<file path="config.mk">
export PLATFORM = sky130hd
export DESIGN_NAME = instr_encoder
export DESIGN_NICKNAME = d
export VERILOG_FILES = /design/src/rtl/gpp_isa_pkg.sv /design/src/rtl/instr_pack.sv /design/src/rtl/instr_encoder.sv
export SDC_FILE = /design/constraint.sdc
export NUM_CORES = 1
export LEC_CHECK = 0
export CELL_PAD_IN_SITES_DETAIL_PLACEMENT = 0
export CELL_PAD_IN_SITES_GLOBAL_PLACEMENT = 2
export CORE_AREA = 2 2 81 83
export CTS_CLUSTER_DIAMETER = 200
export DETAILED_ROUTE_END_ITERATION = 8
export DIE_AREA = 0 0 83 85
export PLACE_DENSITY_LB_ADDON = 0.2
export REMOVE_ABC_BUFFERS = 1
export SETUP_SLACK_MARGIN = 0.4
export SLEW_MARGIN = 20
export SYNTH_ARGS = -nofsm -noshare
export SYNTH_HDL_FRONTEND = slang
export SYNTH_HIERARCHICAL = 1
export SYNTH_SLANG_ARGS = --single-unit
</file>
<file path="constraint.sdc">
create_clock -name clk -period 4.6 [get_ports clk]
set_input_delay 1.15 -clock clk [delete_from_list [all_inputs] [get_ports clk]]
set_output_delay 1.15 -clock clk [all_outputs]
set_load 0.03 [all_outputs]
</file>
<file path="src/rtl/gpp_isa_pkg.sv">
// Shared ISA constants for the program-loader encoder: instruction type codes,
// opcode ranges, register selects, error causes and the loader FSM states.
package gpp_isa_pkg;

    localparam logic [1:0] TYPE_NONE = 2'b00;
    localparam logic [1:0] TYPE_LDST = 2'b01;
    localparam logic [1:0] TYPE_BR   = 2'b10;
    localparam logic [1:0] TYPE_ALU  = 2'b11;

    localparam logic [5:0] LDST_OP_MIN = 6'd1;
    localparam logic [5:0] LDST_OP_MAX = 6'd2;
    localparam logic [5:0] BR_OP_MIN   = 6'd3;
    localparam logic [5:0] BR_OP_MAX   = 6'd9;
    localparam logic [5:0] ALU_OP_MIN  = 6'd1;
    localparam int         ALU_OFFSET_DFLT = 9;

    localparam logic [1:0] REG_X = 2'b01;
    localparam logic [1:0] REG_Y = 2'b10;

    localparam logic [1:0] ERR_NONE   = 2'b00;
    localparam logic [1:0] ERR_OPCODE = 2'b01;
    localparam logic [1:0] ERR_REG    = 2'b10;
    localparam logic [1:0] ERR_TYPE   = 2'b11;

    typedef enum logic [1:0] {
        IDLE   = 2'b00,
        ACCEPT = 2'b01,
        WRITE  = 2'b10,
        DONE   = 2'b11
    } state_t;

endpackage

</file>
<file path="src/rtl/instr_pack.sv">
// Combinational packing of one instruction field set into a 16-bit word,
// with validity check and the error cause for rejected field sets.
module instr_pack
    import gpp_isa_pkg::*;
#(
    parameter int ALU_OFFSET = ALU_OFFSET_DFLT
) (
    input  logic [1:0]  in_type,
    input  logic [5:0]  opcode,
    input  logic [1:0]  reg_sel,
    input  logic [8:0]  operand,
    output logic [15:0] word,
    output logic        valid,
    output logic [1:0]  err_code
);

    localparam logic [5:0] ALU_OP_MAX = 6'(63 - ALU_OFFSET);
    localparam logic [5:0] ALU_ADD    = 6'(ALU_OFFSET);

    logic [5:0] op_field;
    logic       reg_bit;
    logic       op_bad;
    logic       reg_bad;
    logic       reg_ok;

    assign reg_ok = (reg_sel == REG_X) || (reg_sel == REG_Y);

    always_comb begin
        op_field = opcode;
        reg_bit  = (reg_sel == REG_Y);
        op_bad   = 1'b0;
        reg_bad  = 1'b0;
        case (in_type)
            TYPE_LDST: begin
                op_bad  = (opcode < LDST_OP_MIN) || (opcode > LDST_OP_MAX);
                reg_bad = !reg_ok;
            end
            TYPE_BR: begin
                op_bad  = (opcode < BR_OP_MIN) || (opcode > BR_OP_MAX);
                reg_bit = 1'b0;
            end
            TYPE_ALU: begin
                op_bad   = (opcode < ALU_OP_MIN) || (opcode > ALU_OP_MAX);
                reg_bad  = !reg_ok;
                op_field = opcode + ALU_ADD;
            end
            default: begin
            end
        endcase

        // Opcode errors take priority over register errors.
        if (in_type == TYPE_NONE) begin
            err_code = ERR_TYPE;
        end else if (op_bad) begin
            err_code = ERR_OPCODE;
        end else if (reg_bad) begin
            err_code = ERR_REG;
        end else begin
            err_code = ERR_NONE;
        end

        valid = (err_code == ERR_NONE);
        word  = {op_field, reg_bit, operand};
    end

endmodule

</file>
<file path="src/rtl/instr_encoder.sv">
// Program loader: accepts instruction field sets, encodes them and writes them
// sequentially into program memory, one word every two cycles.
module instr_encoder
    import gpp_isa_pkg::*;
#(
    parameter int ADDR_W     = 9,
    parameter int ALU_OFFSET = ALU_OFFSET_DFLT
) (
    input  logic              clk,
    input  logic              rst,
    input  logic              start,
    input  logic              in_valid,
    output logic              in_ready,
    input  logic [1:0]        in_type,
    input  logic [5:0]        in_opcode,
    input  logic [1:0]        in_reg,
    input  logic [8:0]        in_operand,
    input  logic              in_last,
    output logic              mem_we,
    output logic [ADDR_W-1:0] mem_addr,
    output logic [15:0]       mem_wdata,
    output logic              busy,
    output logic              done,
    output logic              full,
    output logic              err,
    output logic [1:0]        err_code
);

    state_t             state;
    state_t             state_next;
    logic [ADDR_W-1:0]  addr;
    logic [15:0]        word_q;
    logic               last_q;
    logic [15:0]        pack_word;
    logic               pack_valid;
    logic [1:0]         pack_err;
    logic               xfer;
    logic               at_max;

    instr_pack #(
        .ALU_OFFSET(ALU_OFFSET)
    ) u_pack (
        .in_type  (in_type),
        .opcode   (in_opcode),
        .reg_sel  (in_reg),
        .operand  (in_operand),
        .word     (pack_word),
        .valid    (pack_valid),
        .err_code (pack_err)
    );

    assign xfer   = in_valid && in_ready;
    assign at_max = (addr == {ADDR_W{1'b1}});

    always_ff @(posedge clk or negedge rst) begin
        if (!rst) begin
            state <= IDLE;
        end else begin
            state <= state_next;
        end
    end

    always_comb begin
        state_next = state;
        in_ready   = 1'b0;
        mem_we     = 1'b0;
        busy       = 1'b0;
        done       = 1'b0;
        case (state)
            IDLE: begin
                if (start) state_next = ACCEPT;
            end
            ACCEPT: begin
                in_ready = 1'b1;
                busy     = 1'b1;
                if (xfer) begin
                    if (pack_valid)   state_next = WRITE;
                    else if (in_last) state_next = DONE;
                end
            end
            WRITE: begin
                mem_we     = 1'b1;
                busy       = 1'b1;
                state_next = (last_q || at_max) ? DONE : ACCEPT;
            end
            DONE: begin
                done = 1'b1;
                if (start) state_next = ACCEPT;
            end
            default: state_next = IDLE;
        endcase
    end

    // Address saturates at the top of memory; full marks that it was written.
    always_ff @(posedge clk or negedge rst) begin
        if (!rst) begin
            addr     <= '0;
            word_q   <= '0;
            last_q   <= 1'b0;
            err      <= 1'b0;
            err_code <= ERR_NONE;
            full     <= 1'b0;
        end else begin
            case (state)
                IDLE, DONE: begin
                    if (start) begin
                        addr     <= '0;
                        err      <= 1'b0;
                        err_code <= ERR_NONE;
                        full     <= 1'b0;
                    end
                end
                ACCEPT: begin
                    if (xfer) begin
                        if (pack_valid) begin
                            word_q <= pack_word;
                            last_q <= in_last;
                        end else begin
                            err <= 1'b1;
                            if (!err) err_code <= pack_err;
                        end
                    end
                end
                WRITE: begin
                    if (at_max) full <= 1'b1;
                    else        addr <= addr + 1'b1;
                end
                default: begin
                end
            endcase
        end
    end

    assign mem_addr  = addr;
    assign mem_wdata = word_q;

endmodule

</file>
* Word level (Yosys, flattened, before mapping)
Cells that the tools add are included. Widths: inputs -> output; s select.
Storage, ports and cells: register bits after elaboration 32, bits in latches 0, bits in writable memories 0, ROM bits 0, input bits 24, output and inout bits 33, logic and storage cells 82, memories 0
Operators by class: add/subtract/negate cells 2, multiply operators 0, div/mod/pow operators 0, order comparisons 5, eq/ne operators 16, shift operators 0, multiplexer cells 31, bitwise gates (word level) 0, reductions and logical operators 21
Operator list (number):
- $mux 2 | 12
- $mux 9 | 2
- $pmux 9 s2 | 1
- $reduce_and 3->1 | 4
- $eq 2x2->1 const B | 5
- $mux 1 | 10
- $ne 2x2->1 const B | 5
- $add 9x1->9 const B | 1
- $eq 9x9->1 const B | 1
- $add 6x4->6 const B | 1
- $eq 2x1->1 const B | 3
- $gt 6x2->1 const B | 1
- $gt 6x4->1 const B | 1
- $gt 6x6->1 const B | 1
- $logic_not 2->1 | 3
- $lt 6x1->1 const B | 1
- $lt 6x2->1 const B | 1
- $mux 6 | 1
- $pmux 2 s3 | 1
- $reduce_or 2->1 | 3
- $logic_or 1x1->1 | 5
- $reduce_and 5->1 | 1
- $pmux 1 s2 | 2
- $pmux 2 s2 | 1
- 7 further kinds | 8

* Longest topological paths before layout
Gate-level depths: netlist (run 1).
depth in word-level cells 11, gate-level depth with buffers 10, mapped depth without buffers 10

* By module
Netlist (run 1), hierarchy kept.
By module, submodules not included:
- instr_encoder | instances 1, cells each 127, area each 1496.4 um^2, seq. area each 800.8 um^2
- instr_pack | instances 1, cells each 48, area each 364.1 um^2, seq. area each 0.0 um^2

* Least setup slack after synthesis (run 1)
Ideal clock, no wire load.
path type input-to-reg, from input port in_opcode[0], to register word_q[10], in the netlist mem_wdata[10], library setup time 0.125 ns, arrival 2.859 ns, required time 4.475 ns, setup slack 1.616 ns, stages 9, buffers on the path 1, path through inv_1 -> ha_1 -> or2b_1 -> a21oi_1 -> and4b_1 -> a21o_1 -> nand3_2 -> buf_2 -> mux2_2
Between the ends: word-level cells in the longest chain between the ends 7, elaborated cells on any way between the ends 15, classes of those cells add/sub (1); order compare (5); mux (4); reduce/logical (5)
Ends and longest elaborated chain:
- start, declared | line instr_encoder.sv:15 | input logic [5:0] in_opcode,
- $lt 6x1->1, or another cell as far along | line instr_pack.sv:35, instr_pack.sv:43
- $logic_or 1x1->1 (on tied branches) | line instr_pack.sv:43, instr_pack.sv:35, instr_pack.sv:39
- $pmux 1 s3 * | line instr_pack.sv:33 | case (in_type)
- $mux 2 * | line instr_pack.sv:54 | end else if (op_bad) begin
- $mux 2 * | line instr_pack.sv:52 | if (in_type == TYPE_NONE) begin
- $logic_not 2->1 * | line instr_pack.sv:62 | valid = (err_code == ERR_NONE);
- via pack_valid | line instr_encoder.sv:35 | logic pack_valid;
- $reduce_and 3->1 (no source line) *
- end signal, assigned | line instr_encoder.sv:116 | word_q <= pack_word;
- end, declared | line instr_encoder.sv:32 | logic [15:0] word_q;
The timed path passes the listed nets; every way through them passes the cells marked *. A chain may end at the register's enable or synchronous reset.

* Final worst setup path (run 1)
from input port in_opcode[0], to register word_q[7], in the netlist mem_wdata[7]
Same word-level chain as after synthesis.

==> reports/results.md, run 1 <==
| Result | This run | Unit |
| --- | --- | --- |
| Classification of the worst-slack hold path | reg2reg | - |
| Endpoints failing setup | 0 | - |
| HPWL after DPL | 3.239 | mm |
| Number of flops mapped to enable cells by yosys | 0 | - |
| Most used DFF post-synth | sky130_fd_sc_hd__dfrtp_1 | - |
| Peak-usage layer in the global routing report | met2 | - |
| R2R cell count | 6 | - |
| Final standard cell utilization of the core | 40.88 | % |
| Total count of hold-check failures in the final report | 0 | - |
| Max-capacitance violation count | 0 | - |
| Yosys synthesis warning count | 6 | - |
| Congestion Overflow GR | 0 | - |
| Met1 layer usage reported by global route | 14.75 | % |
| Residual DRC count | 0 | - |
| Maximum net fanout on the critical path | 18 | - |
| Floorplan row count | 29 | - |
| Wirelength per Cell | 14.13 | microns |
| Fraction of the mapped netlist area in compound gates | 9.079 | % |
| Area after DPL | 2429 | sq um |
| Most frequent cell after synthesis | sky130_fd_sc_hd__dfrtp_1 | - |
| Startpoint class of the critical path | input port | - |
| Leak | 1.078 | nW |
| Number of diodes | 0 | - |
| Clock tree from TritonCTS | done | - |
| Global-route track usage on met3 | 3.599 | % |
| Arithmetic-cell share of the synthesized area counting full adders, half adders and majority gates | 7.397 | % |
| Wire length of the first global-routing pass | 7.300 | mm |
| Total iterations of the first detailed-routing run | 4 | - |
| Post-route fraction of the period consumed by the critical path | 75.33 | % |
| First-iteration detailed-routing DRC count | 28 | - |
| Hold depth | 1 | - |
| GR Util met2 | 23.02 | % |
| Clock Skews | 2.811 | ps |
| Layout cell share with drive strength beyond 1 | 15.49 | % |
| Count of nets left with antenna violations after detail routing | 0 | - |
| Ranking of synthesized cells by instance count | 32 x sky130_fd_sc_hd__dfrtp_1, 19 x sky130_fd_sc_hd__mux2_2, 16 x sky130_fd_sc_hd__nor2_1, 11 x sky130_fd_sc_hd__buf_4, 11 x sky130_fd_sc_hd__ha_1 | - |
| Max VDD drop | 203.1 | uV |
| Initial Utilization | 29.99 | % |
| Die W | 83 | microns |
| Worst slew margin relative to its limit | 49.49 | % |
| Clock Tree Buf Depth | 2 | - |
| Antenna violations before repair | 0 | - |
| Number of global-route vias before repair | 1563 | - |
| Largest net degree at the start of global routing | 33 | - |
| Main combinational cell family by area after synthesis | simple AND/OR/NAND/NOR gates | - |
| Vias | 1441 | - |
| Hold Worst Slack | 510.3 | ps |
| Pwr/cell area | 569.3 | nW/um^2 |
| Mux share of post-synthesis cell area | 13.11 | % |
| Worst Path Required | 4770 | ps |
| Later-pin clock latency in the skew report | 280 | ps |
| Top area cells in the synthesized netlist | sky130_fd_sc_hd__dfrtp_1 43%, sky130_fd_sc_hd__mux2_2 11%, sky130_fd_sc_hd__ha_1 7.4%, sky130_fd_sc_hd__buf_4 4.4%, sky130_fd_sc_hd__xnor2_1 4.2% | - |
| Post-synthesis simple-gate area fraction | 15.20 | % |
| Top cell type by total area after synthesis | sky130_fd_sc_hd__dfrtp_1 | - |
| DIE HEIGHT | 85 | microns |
| Via density per instance | 4.756 | - |
| Data arrival time of the critical path | 3630 | ps |
| Buffer type at the clock tree root | sky130_fd_sc_hd__clkbuf_8 | - |
| Critical path start-end classification | in2reg | - |
| Count of input and output buffers | 56 | - |
| Proportion of synthesized chip area in sequential cells | 43.04 | % |
| CTS hold repair buffers | 0 | - |
| Post-route cell area | 2536 | sq um |
| Ports placed on the boundary | 57 | - |
| Placer's final routability congestion estimate | 0.7725 | - |
| Area grow syn2layout | 36.31 | % |
| Async set or reset register ratio after synthesis | 100.0 | % |
| Post-synthesis register bit count | 32 | - |
| Final Routed Wirelength | 4.281 | mm |
| DIE AREA | 7055 | sq um |
| Clk pin slew, worst setup/hold paths | 70 | ps |
| Post-layout min period | 3465 | ps |
| Setup crit end kind | register | - |
| Net count of the finished layout | 260 | - |
| Core box area | 6205 | sq um |
| Yosys top cell area share | 43.04 | % |
| CTS sink count | 32 | - |
| Post-Synth XOR/XNOR Area | 5.178 | % |
| Maximum level of the CTS H-tree | 2 | - |
| Result of the run | completed | - |
| Post-CTS Setup Repair Bufs | 0 | - |
| Post-synthesis cell count | 175 | - |
| Sum of negative setup slack | 0 | ps |
| Gates resized, CTS repair | 0 | - |
| Count of pins over their slew limit | 0 | - |
| Tightest Pin Transition | 736.5 | ps |
| Fmax achieved | 0.2886 | GHz |
| RSZ-0062 raised after global routing | no | - |
| Number of CTS-inserted buffers | 5 | - |
| Cell variety after synth | 39 | - |
| Mapped cell area | 1861 | sq um |
| GRT Util Overall | 12.89 | % |
| Post-Synthesis Mean Instance Area | 10.63 | sq um |
## sequential cells by signal, indices dropped and copies added (netlist names)
register and count:
state 2, last_q 1, mem_wdata 16, full 1, mem_addr 9, err_code 2
err 1
## where the power goes
| part | internal (mW) | switching (mW) |
|---|---|---|
| registers | 0.381 | 0.0615 |
| clock network | 0.161 | 0.105 |
| logic | 0.332 | 0.404 |
## final cells by class
| class | instances | area [sq um] |
|---|---|---|
| Inverter | 9 | 33.78 |
| Clock inverter | 2 | 35.03 |
| Fill cell | 604 | 3669 |
| Multi-Input combinational cell | 120 | 929.6 |
| Sequential cell | 32 | 800.8 |
| Clock buffer | 6 | 72.57 |
| Tap cell | 77 | 96.34 |
| Timing Repair Buffer | 57 | 568.0 |
## worst paths after layout
kind / to / from / slack [ps]
max reg2reg: mem_addr[6]$_DFFE_PN0P_ / state[0]$_DFFE_PN0P_ / 2500
max in group asynchronous: last_q$_DFFE_PN0P_ / rst / 3020
max: mem_wdata[7]$_DFFE_PN0P_ / in_opcode[0] / 1130
min: mem_wdata[0]$_DFFE_PN0P_ / mem_wdata[0]$_DFFE_PN0P_ / 510
min in group asynchronous: mem_addr[6]$_DFFE_PN0P_ / rst / 1260
min reg2reg: mem_wdata[0]$_DFFE_PN0P_ / mem_wdata[0]$_DFFE_PN0P_ / 510
## critical path, stage by stage
cell                              delay (ps)
sky130_fd_sc_hd__clkdlybuf4s50_1         600
sky130_fd_sc_hd__inv_1                   100
sky130_fd_sc_hd__ha_1                    200
sky130_fd_sc_hd__or2b_1                  220
sky130_fd_sc_hd__a21oi_1                 140
sky130_fd_sc_hd__and4b_1                 240
sky130_fd_sc_hd__a21o_1                  240
sky130_fd_sc_hd__nand3_2                 360
sky130_fd_sc_hd__mux2_2                  390
## metrics by stage
stage          total power, mW  std cells  worst slack, ps
3_3_place_gp             1.184        295            885.4
5_1_grt                  1.534        303            972.5
6_report                 1.444        303             1135
3_5_place_dp             1.195        295            818.2
4_1_cts                  1.467        303             1105
2_1_floorplan           0.8884        161             1719
## routing by layer
metal | vias to the layer above | share of wire (%)
met5 | - | 0
met4 | 0 | 1.8
met3 | 7 | 3.6
met2 | 39 | 51
met1 | 696 | 44
li1 | 699 | -
## kinds of logic (layout without fill, tap and decap cells)
logic type                 count (synthesis)  after routing
AOI/OAI and AO/OA                         24             24
xor gates and xnor gates                  11             11
adders and majority gates                 11             11
buffers and inverters                     23             74
DFF                                       32             32
muxes                                     22             22
and+or+nand+nor                           52             52
## placed cells by master (no fill, tap or decap), types with 2 or more instances in the layout
cell	instances
sky130_fd_sc_hd__nor2_1	16
sky130_fd_sc_hd__nor3_1	3
sky130_fd_sc_hd__xor2_1	2
sky130_fd_sc_hd__nor4_1	3
sky130_fd_sc_hd__mux2_2	19
sky130_fd_sc_hd__nand2_1	10
sky130_fd_sc_hd__and2_1	2
sky130_fd_sc_hd__nand4_1	3
sky130_fd_sc_hd__o21ai_0	6
sky130_fd_sc_hd__dfrtp_1	32
sky130_fd_sc_hd__a21oi_1	6
sky130_fd_sc_hd__clkbuf_8	5
sky130_fd_sc_hd__or2b_1	2
sky130_fd_sc_hd__a22o_2	3
sky130_fd_sc_hd__xnor2_1	9
sky130_fd_sc_hd__nand3_1	4
sky130_fd_sc_hd__clkdlybuf4s50_1	56
sky130_fd_sc_hd__ha_1	11
sky130_fd_sc_hd__mux2i_1	3
sky130_fd_sc_hd__inv_1	9
(Power assumes the default switching activity.)
==> run 2: changes to the inputs <==
Settings changed: CORE_AREA 2 2 81 83 to 2 2 84 86, DIE_AREA 0 0 83 85 to 0 0 86 88.
Clock period 4.6 ns to 3.24 ns, I/O delays scaled along.
==> run 2 against run 1 <==
Highest routed layer unchanged. Combinational power rose by 45%. Global-route usage fell by 0.83 points. Worst setup slack got worse by 600 ps. Utilization fell by 1.1 points. Hold slack got worse by 5.3 ps. Design area rose by 4.3%. Via count rose by 0.76%. Sequential share of layout area fell by 1.3 points. Register-to-register slack got worse by 1400 ps. Cell count rose by 3.6%. Clock skew fell by 0.61 ps.
==> reports/results.md, run 2 (same netlist as run 1, synthesis figures left out) <==
| Result | This run | Unit | Change |
| --- | --- | --- | --- |
| Buffer type at the clock tree root | sky130_fd_sc_hd__clkbuf_8 | - |  |
| Hold_sp | mem_wdata[7]$_DFFE_PN0P_ | - |  |
| Number of global-route vias before repair | 1511 | - | -3.3% |
| Tightest Pin Transition | 465.7 | ps | -270.8 ps |
| Clock tree from TritonCTS | done | - |  |
| Timing startpoint of the critical path | in_opcode[4] | - |  |
| Final standard cell utilization of the core | 39.81 | % | -1.1 points |
| Maximum level of the CTS H-tree | 2 | - | unchanged |
| Ports placed on the boundary | 57 | - | unchanged |
| Endpoints failing setup | 0 | - | unchanged |
| Placement Setup Slack | 122.8 | ps | -695.4 ps |
| GR Util met2 | 20.30 | % | -2.7 points |
| CTS hold repair buffers | 0 | - | unchanged |
| Peak-usage layer in the global routing report | met2 | - |  |
| Core box area | 6644 | sq um | +7.1% |
| Via density per instance | 4.624 | - | -2.8% |
| CTS sink count | 32 | - | unchanged |
| Clock Tree Buf Depth | 2 | - | unchanged |
| Sum of negative setup slack | 0 | ps | unchanged |
| Vias | 1452 | - | +0.76% |
| Hold Worst Slack | 505.0 | ps | -5.256 ps |
| Post-layout min period | 2706 | ps |  |
| Fmax achieved | 0.3696 | GHz |  |
| Leak | 1.157 | nW | +7.4% |
| Wire length of the first global-routing pass | 7.072 | mm | -3.1% |
| Count of pins over their slew limit | 0 | - | unchanged |
| Total iterations of the first detailed-routing run | 4 | - | unchanged |
| GRT Util Overall | 12.06 | % | -0.83 points |
| Number of CTS-inserted buffers | 5 | - | unchanged |
| Setup crit end kind | register | - |  |
| Clk pin slew, worst setup/hold paths | 60 | ps | about the same |
| Post-route cell area | 2645 | sq um | +4.3% |
| Final cell count without fillers | 314 | - | +3.6% |
| Post-route fraction of the period consumed by the critical path | 83.52 | % |  |
| Floorplan row count | 30 | - | +3.4% |
| Worst Setup Slack, final | 534.1 | ps | -600.8 ps |
| Number of diodes | 0 | - | unchanged |
| Number of flip-flops in the largest register | 16 | - | unchanged |
| Final Routed Wirelength | 4.342 | mm | +1.4% |
| Largest net degree at the start of global routing | 33 | - | unchanged |
| Critical path start-end classification | in2reg | - |  |
| Reg-to-reg startpoint | state[0]$_DFFE_PN0P_ | - |  |
| Startpoint class of the critical path | input port | - |  |
| Classification of the worst-slack hold path | reg2reg | - |  |
| Placer's final routability congestion estimate | 0.7020 | - | -9.1% |
| Result of the run | completed | - |  |
| Net count of the finished layout | 268 | - | +3.1% |
| Met1 layer usage reported by global route | 14.40 | % | -0.35 points |
| Layout cell share with drive strength beyond 1 | 17.95 | % | +2.5 points |
| Die W | 86 | microns | +3.6% |
| Congestion Overflow GR | 0 | - | unchanged |
| Wirelength per Cell | 13.83 | microns | -2.1% |
| Count of nets left with antenna violations after detail routing | 0 | - | unchanged |
| Max-capacitance violation count | 0 | - | unchanged |
| Clock Skews | 2.203 | ps | -0.6087 ps |
| Maximum net fanout on the critical path | 9 | - | -9 |
| Global-route track usage on met3 | 4.336 | % | +0.74 points |
| Antenna violations before repair | 0 | - | unchanged |
| Commonest non-fill, non-tap cell in the layout | sky130_fd_sc_hd__clkdlybuf4s50_1 | - |  |
| Area after DPL | 2482 | sq um | +2.2% |
| Commonest non-fill, non-tap cells in the layout | 53 x sky130_fd_sc_hd__clkdlybuf4s50_1, 32 x sky130_fd_sc_hd__dfrtp_1, 19 x sky130_fd_sc_hd__mux2_2 | - |  |
| Pwr/cell area | 760.6 | nW/um^2 | +34% |
| RSZ-0062 raised after global routing | no | - |  |
| Initial Utilization | 28.00 | % | -2.0 points |
| DIE HEIGHT | 88 | microns | +3.5% |
| Number of placed instances, taps included | 303 | - | +2.7% |
| Area grow syn2layout | 42.17 | % |  |
| HPWL after DPL | 3.011 | mm | -7.1% |
| Worst Path Required | 3410 | ps | -1360 ps |
| Residual DRC count | 0 | - | unchanged |
| Data arrival time of the critical path | 2870 | ps | -760 ps |
| Worst slew margin relative to its limit | 68.84 | % | +19 points |
| Max VDD drop | 261.2 | uV | +29% |
| DIE AREA | 7568 | sq um | +7.3% |
| Total count of hold-check failures in the final report | 0 | - | unchanged |
| Later-pin clock latency in the skew report | 280 | ps | about the same |
| Power Total | 2.012 | mW | +39% |
| First-iteration detailed-routing DRC count | 49 | - | +75% |
| Count of input and output buffers | 56 | - | unchanged |
-- run 2: worst max-delay path, stage by stage --
cell                              delay [ps]
sky130_fd_sc_hd__clkdlybuf4s50_1         550
sky130_fd_sc_hd__nor4_4                  310
sky130_fd_sc_hd__a21oi_1                  80
sky130_fd_sc_hd__and4b_1                 310
sky130_fd_sc_hd__a21o_1                  200
sky130_fd_sc_hd__nand3_4                 140
sky130_fd_sc_hd__clkbuf_16               210
sky130_fd_sc_hd__mux2_2                  270
-- run 2: cell type report --
| class | instances | area (sq um) |
|---|---|---|
| Clock buffer | 8 | 90.09 |
| Multi-Input combinational cell | 120 | 937.1 |
| Tap cell | 80 | 100.1 |
| Timing Repair Buffer | 65 | 683.2 |
| Fill cell | 659 | 3999 |
| Sequential cell | 32 | 800.8 |
| Inverter | 9 | 33.78 |
-- run 2: per-layer routing --
metal | share of wire [%] | routed length, microns
met1 | 45 | 1972
met2 | 48 | 2078
met3 | 5.4 | 236
met4 | 1.2 | 54
met5 | 0 | 0
-- run 2: timing repair --
| action | in CTS | in global routing |
|---|---|---|
| setup endpoints to repair | 0 | 20 |
| resized for setup | 0 | 4 |
| buffers inserted | 0 | 1 |
-- run 2: worst paths after layout --
| kind | depth (start not counted) | slack (ps) | endpoint |
|---|---|---|---|
| max | 8 | 530 | mem_wdata[1]$_DFFE_PN0P_ |
| max in group asynchronous | 2 | 1980 | mem_wdata[13]$_DFFE_PN0P_ |
| max reg2reg | 6 | 1120 | err_code[1]$_DFFE_PN0P_ |
| min | 1 | 510 | mem_wdata[7]$_DFFE_PN0P_ |
| min reg2reg | 1 | 510 | mem_wdata[7]$_DFFE_PN0P_ |
| min in group asynchronous | 2 | 940 | mem_addr[5]$_DFFE_PN0P_ |
-- run 2: report_power, final --
group,internal (mW),leakage (nW),total [mW],switching [mW]
sequential,0.541,0.404,0.623,0.0824
combinational,0.490,0.708,1.07,0.580
clock,0.173,0.0455,0.318,0.145
total,1.20,1.16,2.01,0.808
